$ cat src/rtl/alu_arbiter.sv
// rtl/alu_arbiter.sv - round-robin arbiter sharing one combinational ALU among NUM_REQ requesters
module alu_arbiter #(
    parameter int DATA_WIDTH    = 16,
    parameter int NUM_REQ       = 4,
    parameter int MULDIV_CYCLES = 4
) (
    input  logic                          clk,
    input  logic                          rst_n,
    input  logic [NUM_REQ-1:0]            req_valid,
    input  logic [3*NUM_REQ-1:0]          req_op,
    input  logic [DATA_WIDTH*NUM_REQ-1:0] req_a,
    input  logic [DATA_WIDTH*NUM_REQ-1:0] req_b,
    output logic [NUM_REQ-1:0]            req_ready,
    output logic [NUM_REQ-1:0]            rsp_valid,
    output logic [DATA_WIDTH-1:0]         rsp_data,
    output logic                          rsp_div_zero,
    output logic                          busy,
    output logic [2:0]                    alu_op,
    output logic [DATA_WIDTH-1:0]         alu_a,
    output logic [DATA_WIDTH-1:0]         alu_b,
    input  logic [DATA_WIDTH-1:0]         alu_f
);

    localparam int GW = $clog2(NUM_REQ);
    localparam int CW = (MULDIV_CYCLES > 1) ? $clog2(MULDIV_CYCLES) : 1;

    localparam logic [2:0] OP_MUL = 3'b010;
    localparam logic [2:0] OP_DIV = 3'b011;

    typedef enum logic [1:0] {
        S_IDLE = 2'd0,
        S_EXEC = 2'd1,
        S_WAIT = 2'd2,
        S_RESP = 2'd3
    } state_t;

    state_t          state;
    state_t          state_d;
    logic [GW-1:0]   last_grant;
    logic [GW-1:0]   grant_idx;
    logic            grant_found;
    logic [CW-1:0]   hold_cnt;
    logic [2:0]      sel_op;
    logic [DATA_WIDTH-1:0] sel_a;
    logic [DATA_WIDTH-1:0] sel_b;
    logic            sel_long;
    logic            accept;
    logic            capture;

    // Round-robin pick: first requester after last_grant, wrapping modulo NUM_REQ
    always_comb begin
        int idx;
        idx         = 0;
        grant_idx   = last_grant;
        grant_found = 1'b0;
        for (int i = 1; i <= NUM_REQ; i++) begin
            idx = int'(last_grant) + i;
            if (idx >= NUM_REQ) begin
                idx = idx - NUM_REQ;
            end
            if (!grant_found && req_valid[GW'(idx)]) begin
                grant_found = 1'b1;
                grant_idx   = GW'(idx);
            end
        end
    end

    // Operand mux for the candidate; mul and non-zero div need the long hold window
    always_comb begin
        sel_op   = req_op[int'(grant_idx)*3 +: 3];
        sel_a    = req_a[int'(grant_idx)*DATA_WIDTH +: DATA_WIDTH];
        sel_b    = req_b[int'(grant_idx)*DATA_WIDTH +: DATA_WIDTH];
        sel_long = (sel_op == OP_MUL) || ((sel_op == OP_DIV) && (sel_b != '0));
    end

    // State register
    always_ff @(posedge clk or negedge rst_n) begin
        if (!rst_n) begin
            state <= S_IDLE;
        end else begin
            state <= state_d;
        end
    end

    // Next-state logic: accept in IDLE, hold ALU inputs until the counter expires, respond once
    always_comb begin
        state_d = state;
        accept  = 1'b0;
        capture = 1'b0;
        case (state)
            S_IDLE: begin
                if (grant_found) begin
                    accept  = 1'b1;
                    state_d = S_EXEC;
                end
            end
            S_EXEC, S_WAIT: begin
                if (hold_cnt == '0) begin
                    capture = 1'b1;
                    state_d = S_RESP;
                end else begin
                    state_d = S_WAIT;
                end
            end
            S_RESP: begin
                state_d = S_IDLE;
            end
            default: begin
                state_d = S_IDLE;
            end
        endcase
    end

    // One-hot strobes; accept is masked during reset since state already reads IDLE then
    always_comb begin
        req_ready = '0;
        rsp_valid = '0;
        busy      = (state != S_IDLE);
        if ((state == S_IDLE) && grant_found && rst_n) begin
            req_ready[grant_idx] = 1'b1;
        end
        if (state == S_RESP) begin
            rsp_valid[last_grant] = 1'b1;
        end
    end

    // ALU-driving registers, hold counter, grant history and result capture
    always_ff @(posedge clk or negedge rst_n) begin
        if (!rst_n) begin
            last_grant   <= GW'(NUM_REQ - 1);
            hold_cnt     <= '0;
            alu_op       <= '0;
            alu_a        <= '0;
            alu_b        <= '0;
            rsp_data     <= '0;
            rsp_div_zero <= 1'b0;
        end else begin
            if (accept) begin
                alu_op     <= sel_op;
                alu_a      <= sel_a;
                alu_b      <= sel_b;
                last_grant <= grant_idx;
                hold_cnt   <= sel_long ? CW'(MULDIV_CYCLES - 1) : '0;
            end else if (((state == S_EXEC) || (state == S_WAIT)) && (hold_cnt != '0)) begin
                hold_cnt <= hold_cnt - 1'b1;
            end
            if (capture) begin
                if ((alu_op == OP_DIV) && (alu_b == '0)) begin
                    rsp_data     <= '1;
                    rsp_div_zero <= 1'b1;
                end else begin
                    rsp_data     <= alu_f;
                    rsp_div_zero <= 1'b0;
                end
            end
        end
    end

endmodule

$ cat config.mk
export PLATFORM = sky130hd
export DESIGN_NAME = alu_arbiter
export DESIGN_NICKNAME = d
export VERILOG_FILES = /design/src/rtl/alu_arbiter.sv
export SDC_FILE = /design/constraint.sdc
export NUM_CORES = 1
export LEC_CHECK = 0
export CORE_ASPECT_RATIO = 0.5
export CORE_MARGIN = 2
export CORE_UTILIZATION = 40
export DETAILED_ROUTE_END_ITERATION = 12
export MAX_ROUTING_LAYER = met4
export PLACE_DENSITY_LB_ADDON = 0.08
export SLEW_MARGIN = 20
export SYNTH_ARGS = -nofsm -noshare
export SYNTH_HDL_FRONTEND = slang
export SYNTH_SLANG_ARGS = --single-unit
$ cat constraint.sdc
create_clock -name clk -period 3.7 [get_ports clk]
set_clock_uncertainty 0.05 [all_clocks]
set_input_delay 1.11 -clock clk [delete_from_list [all_inputs] [get_ports clk]]
set_output_delay 1.11 -clock clk [all_outputs]
set_load 0.02 [all_outputs]
Yosys cells after proc, flatten, opt, wreduce, memory -nomap -nowiden
Cells that the tools add are included.

Input port bits: 162. Logic and storage cells: 105. Register bits: 58. Output and inout port bits: 61.

Reductions and logical operators: 23. $mul: 1. Muxes and demuxes: 42. Eq/ne operators: 7. Magnitude comparators: 12. Add/sub/neg operators: 9. Shift-type cells: 3.

Operators by type and width (count): 64-bit by 7-bit indexed part select with 16-bit output (2); 2-bit two-way mux (12); 1-bit two-way mux (20); 16-bit logical NOT (1); 2-bit by 4-bit less-than comparator with 1-bit output (second input constant) (4); 16-bit two-way mux (1); 16-bit nonzero test (1); 12-bit by 5-bit indexed part select with 3-bit output (1); 1-bit logical AND (10); 2-bit by 1-bit subtractor with 2-bit output (second input constant) (5); 3-bit by 2-bit == test with 1-bit output (second input constant) (3); 3-bit greater-or-equal comparator (second input constant) (3); 1-bit binary-select mux with 2-bit select (4); 4-bit two-way mux (2); 2-bit by 2-bit adder with 3-bit output (second input constant) (2); 2-bit by 3-bit less-than comparator with 1-bit output (second input constant) (2); 2-bit case mux with 3 select lines (1); 2-bit nonzero test (3); 2-bit by 3-bit adder with 4-bit output (second input constant) (1); 1-bit demux with 2-bit select (2); 2-bit == test (second input constant) (2); 2-bit by 1-bit greater-or-equal comparator with 1-bit output (second input constant) (2); 4-bit by 3-bit greater-or-equal comparator with 1-bit output (second input constant) (1); 2-bit logical NOT (2); 7 further kinds (10).

Depth between registers and ports, before layout
Gate-level depths: netlist of the first run.

Depth after elaboration: 23. Gate-level depth with buffers: 14. Gate-level depth less buffers: 9.

Worst setup path after synthesis of the first run
No wires, ideal clock.

Path type: in2out. Start: input port req_valid[0]. End: output port req_ready[1]. Stages: 8. Data arrival time: 2.827 ns. Setup slack: -0.287 ns. Cell sequence: mux2i_1 -> o211ai_1 -> a32oi_1 -> o2bb2ai_1 -> buf_6 -> buf_4 -> clkbuf_1 -> nor3b_1.

Cells in the longest elaborated chain, start to end: 18.

RTL lines: from (decl) (RTL line 9) `input logic [NUM_REQ-1:0] req_valid,`; 1-bit binary-select mux with 2-bit select (RTL line 61) `if (!grant_found && req_valid[GW'(idx)]) begin`; 1-bit two-way mux (not written as such) (2 in a row) (RTL line 61); 1-bit two-way mux (RTL line 61); 1-bit logical NOT (RTL line 61); 1-bit logical AND (RTL line 61); 1-bit two-way mux (RTL line 61); 1-bit logical NOT (RTL line 61); 1-bit logical AND (RTL line 61); 1-bit two-way mux (RTL line 61); 1-bit logical NOT (RTL line 61); 1-bit logical AND (RTL line 61); 2-bit two-way mux (RTL line 61); 2-bit by 3-bit less-than comparator with 1-bit output (not written as such) or 2-bit by 1-bit greater-or-equal comparator with 1-bit output (tied branches) (RTL line 120) `req_ready[grant_idx] = 1'b1;`; 1-bit logical AND (not written as such) (RTL line 120); 1-bit two-way mux (not written as such) (RTL line 120); 1-bit demux with 2-bit select (RTL line 120); 4-bit two-way mux (*) (RTL line 119) `if ((state == S_IDLE) && grant_found && rst_n) begin`; to (decl) (RTL line 13) `output logic [NUM_REQ-1:0] req_ready,`.

Every way passes the cells marked *; elsewhere a longest branch is shown, timed or not. The select of a mux whose other input is x is not followed.

Worst setup path in the final report of the first run
Start: input port req_valid[2]. End: output port req_ready[0].

The elaborated chain is that of the path after synthesis.

==> out/metrics.yaml, run 1 <==
status:
  status: "finished, final reports clean"
floorplan:
  rows: 25
  start_util_pct: 41.91
  die_y_um: 75.04
  core_region_area_um2: 9634
  die_area_um2: 10960
  fp.dieW_um: 146.1
  io_pins: 223
clocking:
  clock-sinks: 58
  numCtsBuffers: 9
  cts_max_level: 3
  hold_buffers: 0
  clockBufferDepth: 2
  clock_latency_ns: 0.32
  path_clk_slew_ns: 0.05
  cts-root-buf: "clkbuf_16"
  cts_tree: "done"
cells_and_area:
  utilization_pct: 72.99
  fill_cells: 773
  drive_gt1_share_pct: 17.71
  final-seq-area_um2: 1454
  fin_nets: 870
  syn_to_final_growth_pct: 74.16
  layoutNonFillerInstCount: 841
  antennaDiodeCount: 0
  multi_input_area_um2: 2465
pwr:
  peakVddDrop_mv: 0.4638
  leakage_nw: 2.926
  power.total_mw: 6.253
  power.density_nw_per_um2: 889.3
synth:
  netlist_top_cells_area: "dfrtp_1 35%, nand2_1 7.6%, mux2_2 7.3%"
  synth.most_common_cell: "nand2_1"
  synth_common_cells: "82 x nand2_1, 58 x o21ai_0, 56 x dfrtp_1"
  yosysSeqAreaShare_pct: 36.01
  synth_cell_type_count: 51
  syn_nets: 624
  async_flop_share_pct: 100.0
  synth.cell_area_um2: 4038
  synth_edf_count: 0
  avgSynthCellArea_um2: 8.874
  synth_flop_cell: "dfrtp_1"
  synth_warnings: 0
  netlist_instances: 455
  yosys.area.top_type: "dfrtp_1"
  netlist.area_leader.share_pct: 34.71
  synth-seq-cells: 58
timing:
  relSlewSlack_pct: 47.07
  drv_slew: 0
  tns_ns: 0
  hold_viol: 0
  rsz0062_at_grt: "no"
  setup_viol: 0
  fin_crit_sh_pct: 97.95
  timing.fmax_ghz: 0.2759
  period_minus_slack_ns: 3.624
  worst_pin_slew_ns: 0.7940
setup_path:
  crit_required_ns: 2.54
  critPathMaxFanout: 6
  worstSetupPathType: "in2out"
  end_kind: "primary output"
  cp-start-kind: "input pin"
  reg2regPathDepth: 12
  arrival_ns: 2.46
global_route:
  antenna_found_initial: 0
  grt_util_all_layers_pct: 24.66
  grtUsageMet2_pct: 40.99
  busiest_layer: "met2"
  grt_pass1_wl_um: 20920
  grt_pass1_vias: 4261
  grt_max_degree: 59
  gr-total-overflow: 0
  use_met3_pct: 6.667
  use_met1_pct: 31.30
drt:
  drtAntennaViolNets: 0
  drc: 0
  via_count: 4414
  drt_first_pass_iters: 4
  wirelength_um: 13480
  routedWlPerCell_um: 16.02
  avgViaCountPerCell: 5.249
  drtIter0Drc: 268
placed_design:
  hpwl_um: 10470
  place_congestion: 0.8425
  dp.cells: 819
  port_buffers: 222
flow_run:
  drv_cap: 0
worst_hold_path:
  min_path_type: "reg2reg"
  worstHoldPathCells: 2
[critical path, cell delays in order]
cell	delay, ns
buf_2	0.16
mux2i_4	0.10
o211ai_1	0.32
a32oi_4	0.21
a2bb2oi_4	0.23
nor3b_4	0.19
buf_6	0.14
[placed cells by master (no fill, tap or decap), types with 5 or more instances in the layout]
cell             count
a211oi_1             7
a21oi_1              8
a31oi_1              5
and2_1               5
and4_1               5
buf_2                6
buf_4               46
clkbuf_16            9
clkdlybuf4s50_1    213
dfrtp_1             56
ha_1                 6
inv_1               12
mux2_2              26
mux2i_1             27
nand2_1             81
nand3_1             16
nand4_1              8
nor2_1               9
nor4_1              17
o21ai_0             56
o22a_1              16
o31ai_1             11
[final timing paths]
check                         startpoint            to  slack [ns]
min reg2reg                    alu_a[14]     alu_a[14]        0.42
max in group asynchronous          rst_n      alu_a[9]        2.16
max                         req_valid[2]  req_ready[0]        0.08
min                            alu_a[14]     alu_a[14]        0.42
max reg2reg                last_grant[1]   hold_cnt[0]        0.39
min in group asynchronous          rst_n   rsp_data[1]        0.93
[state kept, by name, summed over array words and instances, names as in the netlist]
register	count
rsp_data	16
hold_cnt	2
alu_op	3
alu_a	16
state	2
last_grant	2
rsp_div_zero	1
alu_b	16
[per-layer routing]
layer	routed length (um)	up-vias
li1	-	2180
met1	5953	2072
met2	6481	149
met3	937	13
met5	0	-
met4	103	0
[what timing repair did]
| action | 4_1_cts | 5_1_grt |
|---|---|---|
| resized for setup | 46 | 14 |
| setup buffers | 5 | 1 |
| setup endpoints to repair | 6 | 6 |
| hold endpoints to repair | 0 | 0 |
| pin swaps | 9 | 7 |
[final cells by class]
cell class	instances	area share, %
multi-input cells	348	35.05
well taps	135	2.402
clock inverters	2	0.1779
inverters	12	0.6406
repair buffers	272	37.15
clock buffers	14	3.897
flip-flops and latches	58	20.68
[power by group]
part | switching, mW | leakage (nW) | internal, mW
combinational | 2.22 | 2.10 | 2.07
clock | 0.274 | 0.139 | 0.506
sequential | 0.203 | 0.684 | 0.980
total | 2.70 | 2.93 | 3.55
[per-stage QoR]
| stage | hold slack, ns | area, um2 | setup WS (ns) |
|---|---|---|---|
| 6_report | 0.4243 | 7032 | 0.07590 |
| 4_1_cts | 0.4304 | 6962 | 0.004104 |
| 3_5_place_dp | 0.4191 | 6611 | -0.8589 |
| 3_3_place_gp | 0.4096 | 6611 | -0.7919 |
| 2_1_floorplan | 0.4449 | 4078 | -0.004612 |
| 5_1_grt | 0.4525 | 7032 | 0.01185 |
[logic make-up after synthesis]
logic type | after synthesis | synth area share [%]
AND/OR/NAND/NOR | 156 | 18.84
AO/OA/AOI/OAI | 130 | 21.60
flip-flops | 58 | 36.01
multiplexers | 55 | 14.44
buffers and inverters | 49 | 6.941
adder cells (fa/ha/maj) | 7 | 2.169
(Power assumes the default switching activity.)
==> run 2: changes to the inputs <==
--- a/config.mk
+++ b/config.mk
@@ -5,12 +5,15 @@
 export SDC_FILE = /design/constraint.sdc
 export NUM_CORES = 1
 export LEC_CHECK = 0
+export CELL_PAD_IN_SITES_DETAIL_PLACEMENT = 0
+export CELL_PAD_IN_SITES_GLOBAL_PLACEMENT = 2
 export CORE_ASPECT_RATIO = 0.5
 export CORE_MARGIN = 2
-export CORE_UTILIZATION = 40
+export CORE_UTILIZATION = 21
 export DETAILED_ROUTE_END_ITERATION = 12
 export MAX_ROUTING_LAYER = met4
 export PLACE_DENSITY_LB_ADDON = 0.08
+export SKIP_LAST_GASP = 1
 export SLEW_MARGIN = 20
 export SYNTH_ARGS = -nofsm -noshare
 export SYNTH_HDL_FRONTEND = slang
==> out/metrics.yaml, run 2 (synthesized netlist as in run 1, its figures left out) <==
cells_and_area:
  fill_cells: 1915  # was 773
  top_regs: "alu_a: 16 flops, alu_b: 16 flops, rsp_data: 16 flops"  # unchanged
  design_area_um2: 7219  # was 7032 um2
  fin_nets: 874  # was 870
  drive_gt1_share_pct: 17.75  # was 17.71%
  layoutNonFillerInstCount: 969  # was 841
  final_common_cell: "clkdlybuf4s50_1"  # unchanged
  antennaDiodeCount: 0  # unchanged
  final_cell_mix: "213 x clkdlybuf4s50_1, 81 x nand2_1, 57 x o21ai_0"  # was 213 x clkdlybuf4s50_1, 81 x nand2_1, 56 x o21ai_0, 56 x dfrtp_1, 46 x buf_4
  syn_to_final_growth_pct: 78.80  # was 74.16%
global_route:
  use_met3_pct: 5.083  # was 6.667%
  use_met1_pct: 20.76  # was 31.30%
  grt_pass1_wl_um: 24410  # was 20,920 um
  busiest_layer: "met2"  # unchanged
  grtUsageMet2_pct: 26.47  # was 40.99%
  antenna_found_initial: 0  # unchanged
  gr-total-overflow: 0  # unchanged
  grt_pass1_vias: 4348  # was 4,261
  grt_max_degree: 61  # was 59
  grt_util_all_layers_pct: 16.43  # was 24.66%
status:
  status: "finished, final reports clean"  # unchanged
placed_design:
  hpwl_um: 12780  # was 10,470 um
  dpl_cell_area_um2: 6838  # was 6611 um2
  pre_cts_slack_ns: -0.8265  # was -0.8589 ns
  dp.cells: 951  # was 819
  port_buffers: 222  # unchanged
  place_congestion: 0.7388  # was 0.8425
floorplan:
  io_pins: 223  # unchanged
  die_y_um: 102.1  # was 75.04 um
  fp.dieW_um: 200.1  # was 146.1 um
  start_util_pct: 21.69  # was 41.91%
  die_area_um2: 20420  # was 10,960 um2
  core_region_area_um2: 18610  # was 9634 um2
  rows: 35  # was 25
drt:
  avgViaCountPerCell: 4.452  # was 5.249
  via_count: 4314  # was 4,414
  drtAntennaViolNets: 0  # unchanged
  drtIter0Drc: 101  # was 268
  drc: 0  # unchanged
  wirelength_um: 16150  # was 13,480 um
  routedWlPerCell_um: 16.67  # was 16.02 um
  drt_first_pass_iters: 4  # unchanged
timing:
  drv_slew: 0  # unchanged
  fin_crit_sh_pct: 98.33  # was 97.95%
  setup_viol: 0  # unchanged
  worst_pin_slew_ns: 1.015  # was 0.7940 ns
  tns_ns: 0  # unchanged
  timing.fmax_ghz: 0.2749  # was 0.2759 GHz
  rsz0062_at_grt: "no"  # unchanged
  timing.final.ws_setup_ns: 0.06187  # was 0.07590 ns
  period_minus_slack_ns: 3.638  # was 3.624 ns
  timing.hold.ws_ns: 0.4262  # was 0.4243 ns
  relSlewSlack_pct: 32.13  # was 47.07%
  hold_viol: 0  # unchanged
worst_hold_path:
  min_path_type: "reg2reg"  # unchanged
  worstHoldPathCells: 2  # unchanged
clocking:
  cts-root-buf: "clkbuf_16"  # unchanged
  cts_max_level: 3  # unchanged
  path_clk_slew_ns: 0.06  # was 0.05 ns
  clock_latency_ns: 0.32  # about the same
  clockBufferDepth: 2  # unchanged
  cts_tree: "done"  # unchanged
  clock-sinks: 58  # unchanged
  numCtsBuffers: 9  # unchanged
pwr:
  leakage_nw: 2.968  # was 2.926 nW
  power.density_nw_per_um2: 901.4  # was 889.3 nW/um2
  peakVddDrop_mv: 0.4362  # was 0.4638 mV
setup_path:
  critPathMaxFanout: 4  # was 6
  cp-start-kind: "input pin"  # unchanged
  end_kind: "primary output"  # unchanged
  crit_required_ns: 2.54  # about the same
  worstSetupPathType: "in2out"  # unchanged
  reg2regPathDepth: 12  # unchanged
  arrival_ns: 2.48  # was 2.46 ns
flow_run:
  drv_cap: 0  # unchanged
[run 2: cell types whose count changed in the layout (fill, tap and decap cells not counted), moves of 2 or more]
cell and delta:
buf_4 +6, buf_6 -2, bufinv_16 +3, clkbuf_1 -2, clkbuf_8 -3, inv_6 +2
[run 2: where the power goes]
part	leakage [nW]	total [mW]	switching, mW	internal, mW
logic	2.12	4.32	2.27	2.05
registers	0.684	1.20	0.222	0.979
clock network	0.167	0.988	0.325	0.663
[run 2: what timing repair did]
item / in CTS / in global routing
setup endpoints to repair: 4 / 4
resized for setup: 39 / 7
buffers inserted: 2 / 0
hold buffers: 0 / 0
pin swaps: 3 / 4
[run 2: routing by layer]
metal,up-vias,part of all wire [%]
met4,0,0.52
li1,2187,-
met2,120,46
met5,-,0
met1,1999,46
met3,8,7.2
[run 2: area by class of cell]
class	count	area, um2	area share (%)
inverters	12	45.04	0.6239
clock buffers	9	225.2	3.120
clock inverters	7	123.9	1.716
well taps	259	324.1	4.489
repair buffers	276	2641	36.59
multi-input cells	348	2406	33.33
flip-flops and latches	58	1454	20.14
[run 2: stage by stage]
stage	power, mW	util, %
final	6.508	38.79
after floorplan	3.838	-
after global routing	7.074	38.79
after global placement	5.499	36.74
after CTS	6.592	38.77
after detailed placement	5.506	36.74
[run 2: worst paths after layout]
kind                               startpoint            to  slack, ns
worst min register to register       alu_a[7]      alu_a[7]       0.43
max in group asynchronous               rst_n      alu_a[0]       1.99
worst min-delay path                 alu_a[7]      alu_a[7]       0.43
worst max register to register  last_grant[1]   hold_cnt[0]       0.57
min in group asynchronous               rst_n      alu_b[6]       0.70
worst max-delay path             req_valid[1]  req_ready[2]       0.06
[run 2: critical path, stage by stage]
cell and delay, ns:
clkdlybuf4s15_2 0.22, mux2i_2 0.20, o32ai_2 0.12, a32oi_1 0.20, buf_4 0.17, a2bb2oi_4 0.24
nor3_2 0.06, buf_4 0.16
==> run 3: changes to the inputs <==
--- a/config.mk
+++ b/config.mk
@@ -9,8 +9,9 @@
 export CELL_PAD_IN_SITES_GLOBAL_PLACEMENT = 2
 export CORE_ASPECT_RATIO = 0.5
 export CORE_MARGIN = 2
-export CORE_UTILIZATION = 21
+export CORE_UTILIZATION = 35
 export DETAILED_ROUTE_END_ITERATION = 12
+export DONT_BUFFER_PORTS = 1
 export MAX_ROUTING_LAYER = met4
 export PLACE_DENSITY_LB_ADDON = 0.08
 export SKIP_LAST_GASP = 1
==> out/metrics.yaml, run 3 (synthesized netlist as in run 1, its figures left out) <==
cells_and_area:
  drive_gt1_share_pct: 17.66  # was 17.75%
  fin_nets: 618  # was 874
  design_area_um2: 4498  # was 7219 um2
  final_common_cell: "nand2_1"  # was clkdlybuf4s50_1
  final_cell_mix: "82 x nand2_1, 58 x o21ai_0, 56 x dfrtp_1"  # was 213 x clkdlybuf4s50_1, 81 x nand2_1, 57 x o21ai_0
  syn_to_final_growth_pct: 11.40  # was 78.80%
  top_regs: "alu_a: 16 flops, alu_b: 16 flops, rsp_data: 16 flops"  # unchanged
  utilization_pct: 40.47  # was 38.79%
clocking:
  path_clk_slew_ns: 0.05  # was 0.06 ns
  clock-sinks: 58  # unchanged
  cts_tree: "done"  # unchanged
  hold_buffers: 0  # unchanged
  numCtsBuffers: 9  # unchanged
  clock_latency_ns: 0.33  # was 0.32 ns
  cts-root-buf: "clkbuf_16"  # unchanged
  cts_max_level: 3  # unchanged
  clockBufferDepth: 2  # unchanged
placed_design:
  pre_cts_slack_ns: 0.1498  # was -0.8265 ns
  place_congestion: 0.8016  # was 0.7388
  hpwl_um: 9578  # was 12,780 um
  port_buffers: 0  # was 222
  dpl_cell_area_um2: 4194  # was 6838 um2
timing:
  timing.final.ws_setup_ns: 0.1555  # was 0.06187 ns
  rsz0062_at_grt: "no"  # unchanged
  worst_pin_slew_ns: 0.7515  # was 1.015 ns
  period_minus_slack_ns: 3.545  # was 3.638 ns
  drv_slew: 0  # unchanged
  relSlewSlack_pct: 49.90  # was 32.13%
  timing.hold.ws_ns: 0.4314  # was 0.4262 ns
  fin_crit_sh_pct: 95.80  # was 98.33%
  timing.fmax_ghz: 0.2821  # was 0.2749 GHz
  setup_viol: 0  # unchanged
  hold_viol: 0  # unchanged
floorplan:
  fp.dieW_um: 155.9  # was 200.1 um
  core_region_area_um2: 11110  # was 18,610 um2
  io_pins: 223  # unchanged
  die_y_um: 79.95  # was 102.1 um
  die_area_um2: 12460  # was 20,420 um2
  start_util_pct: 36.33  # was 21.69%
  rows: 27  # was 35
global_route:
  gr-total-overflow: 0  # unchanged
  grt_util_all_layers_pct: 19.98  # was 16.43%
  grt_pass1_wl_um: 18530  # was 24,410 um
  grt_max_degree: 60  # was 61
  antenna_found_initial: 1  # was 0
  grt_pass1_vias: 3482  # was 4,348
pwr:
  clock_power_share_pct: 15.1  # was 15.2%
  p_int_mw: 2.619  # was 3.690 mW
  power.total_mw: 5.109  # was 6.508 mW
  power.density_nw_per_um2: 1136  # was 901.4 nW/um2
  peakVddDrop_mv: 0.3710  # was 0.4362 mV
  pwr-share-seq_pct: 31.5  # was 18.4%
  p_sw_mw: 2.490  # was 2.818 mW
  switching_share_pct: 48.74  # was 43.30%
  combPwrFrac_pct: 53.4  # was 66.4%
  leakage_nw: 1.878  # was 2.968 nW
setup_path:
  r2r_slack_ns: 0.45  # was 0.57 ns
  end_kind: "primary output"  # unchanged
  critPathMaxFanout: 6  # was 4
  reg2regPathDepth: 11  # was 12
  r2r-end: "hold_cnt[0]"  # unchanged
  arrival_ns: 2.38  # was 2.48 ns
  r2r_start: "last_grant[0]"  # was last_grant[1]
  cp-start-kind: "flip-flop"  # was input pin
  worstSetupPathType: "reg2out"  # was in2out
  crit_required_ns: 2.54  # about the same
drt:
  drtAntennaViolNets: 0  # unchanged
  via_count: 3449  # was 4,314
  drc: 0  # unchanged
  routedWlPerCell_um: 20.61  # was 16.67 um
  avgViaCountPerCell: 5.758  # was 4.452
  drt_first_pass_iters: 5  # was 4
  drtIter0Drc: 195  # was 101
  wirelength_um: 12340  # was 16,150 um
worst_hold_path:
  min_path_type: "in2async"  # was reg2reg
status:
  status: "finished, final reports clean"  # unchanged
flow_run:
  drv_cap: 0  # unchanged
-- run 3: changes by cell type in the layout (fill, tap and decap cells not counted), sizes merged --
cell,before,now
inv,14,12
clkbuf,9,11
diode,0,1
clkinvlp,1,3
bufinv,3,0
buf,62,20
clkdlybuf4s50,213,0
clkdlybuf4s15,1,0
-- run 3: per-layer routing --
metal  part of all wire [%]  GRT usage, %
met1                     43         23.78
met2                     48         32.96
met3                    7.2         5.863
met4                    2.1         6.514
met5                      0             -
-- run 3: metrics by stage --
stage | instances | TNS [ns]
6_report | 599 | 0
5_1_grt | 599 | 0
4_1_cts | 597 | 0
3_5_place_dp | 582 | 0
3_3_place_gp | 582 | 0
2_1_floorplan | 455 | -0.004612
-- run 3: power groups by stage --
stage	logic (mW)	registers (mW)	clock network (mW)
2_1_floorplan	2.32	1.52	0
3_3_place_gp	2.66	1.62	0
6_report	2.73	1.61	0.771
5_1_grt	3.07	1.66	0.818
4_1_cts	2.73	1.62	0.789
3_5_place_dp	2.73	1.62	0
-- run 3: worst max-delay path by stage --
stage / cells after the start / start / slack (ns) / endpoint
after floorplan: 8 / req_valid[0] / -0.005 / req_ready[1]
after global placement: 6 / req_valid[1] / 0.22 / req_ready[2]
after detailed placement: 6 / req_valid[1] / 0.15 / req_ready[2]
after CTS: 7 / last_grant[0] / 0.06 / req_ready[2]
after global routing: 7 / last_grant[0] / 0.05 / req_ready[2]
final: 7 / last_grant[0] / 0.16 / req_ready[2]
-- run 3: critical path, stage by stage (launching register included) --
cell       delay [ns]
dfstp_2          0.52
inv_1            0.12
ha_2             0.35
o211ai_1         0.25
a32oi_2          0.16
a2bb2oi_2        0.23
nor3_1           0.24
buf_4            0.18
-- run 3: what timing repair did --
item / 4_1_cts / 5_1_grt
setup endpoints to repair: 0 / 2
endpoints found under the hold margin: 0 / 0
setup buffers: 0 / 1
gates resized for setup: 0 / 3
-- run 3: cell type report --
class	instances	area, um2
inverters	12	45.04
well taps	145	181.4
multi-input cells	348	2372
clock buffers	11	252.7
clock inverters	4	27.53
repair buffers	20	162.7
diodes	1	2.502
flip-flops and latches	58	1454
fillers	1102	6616
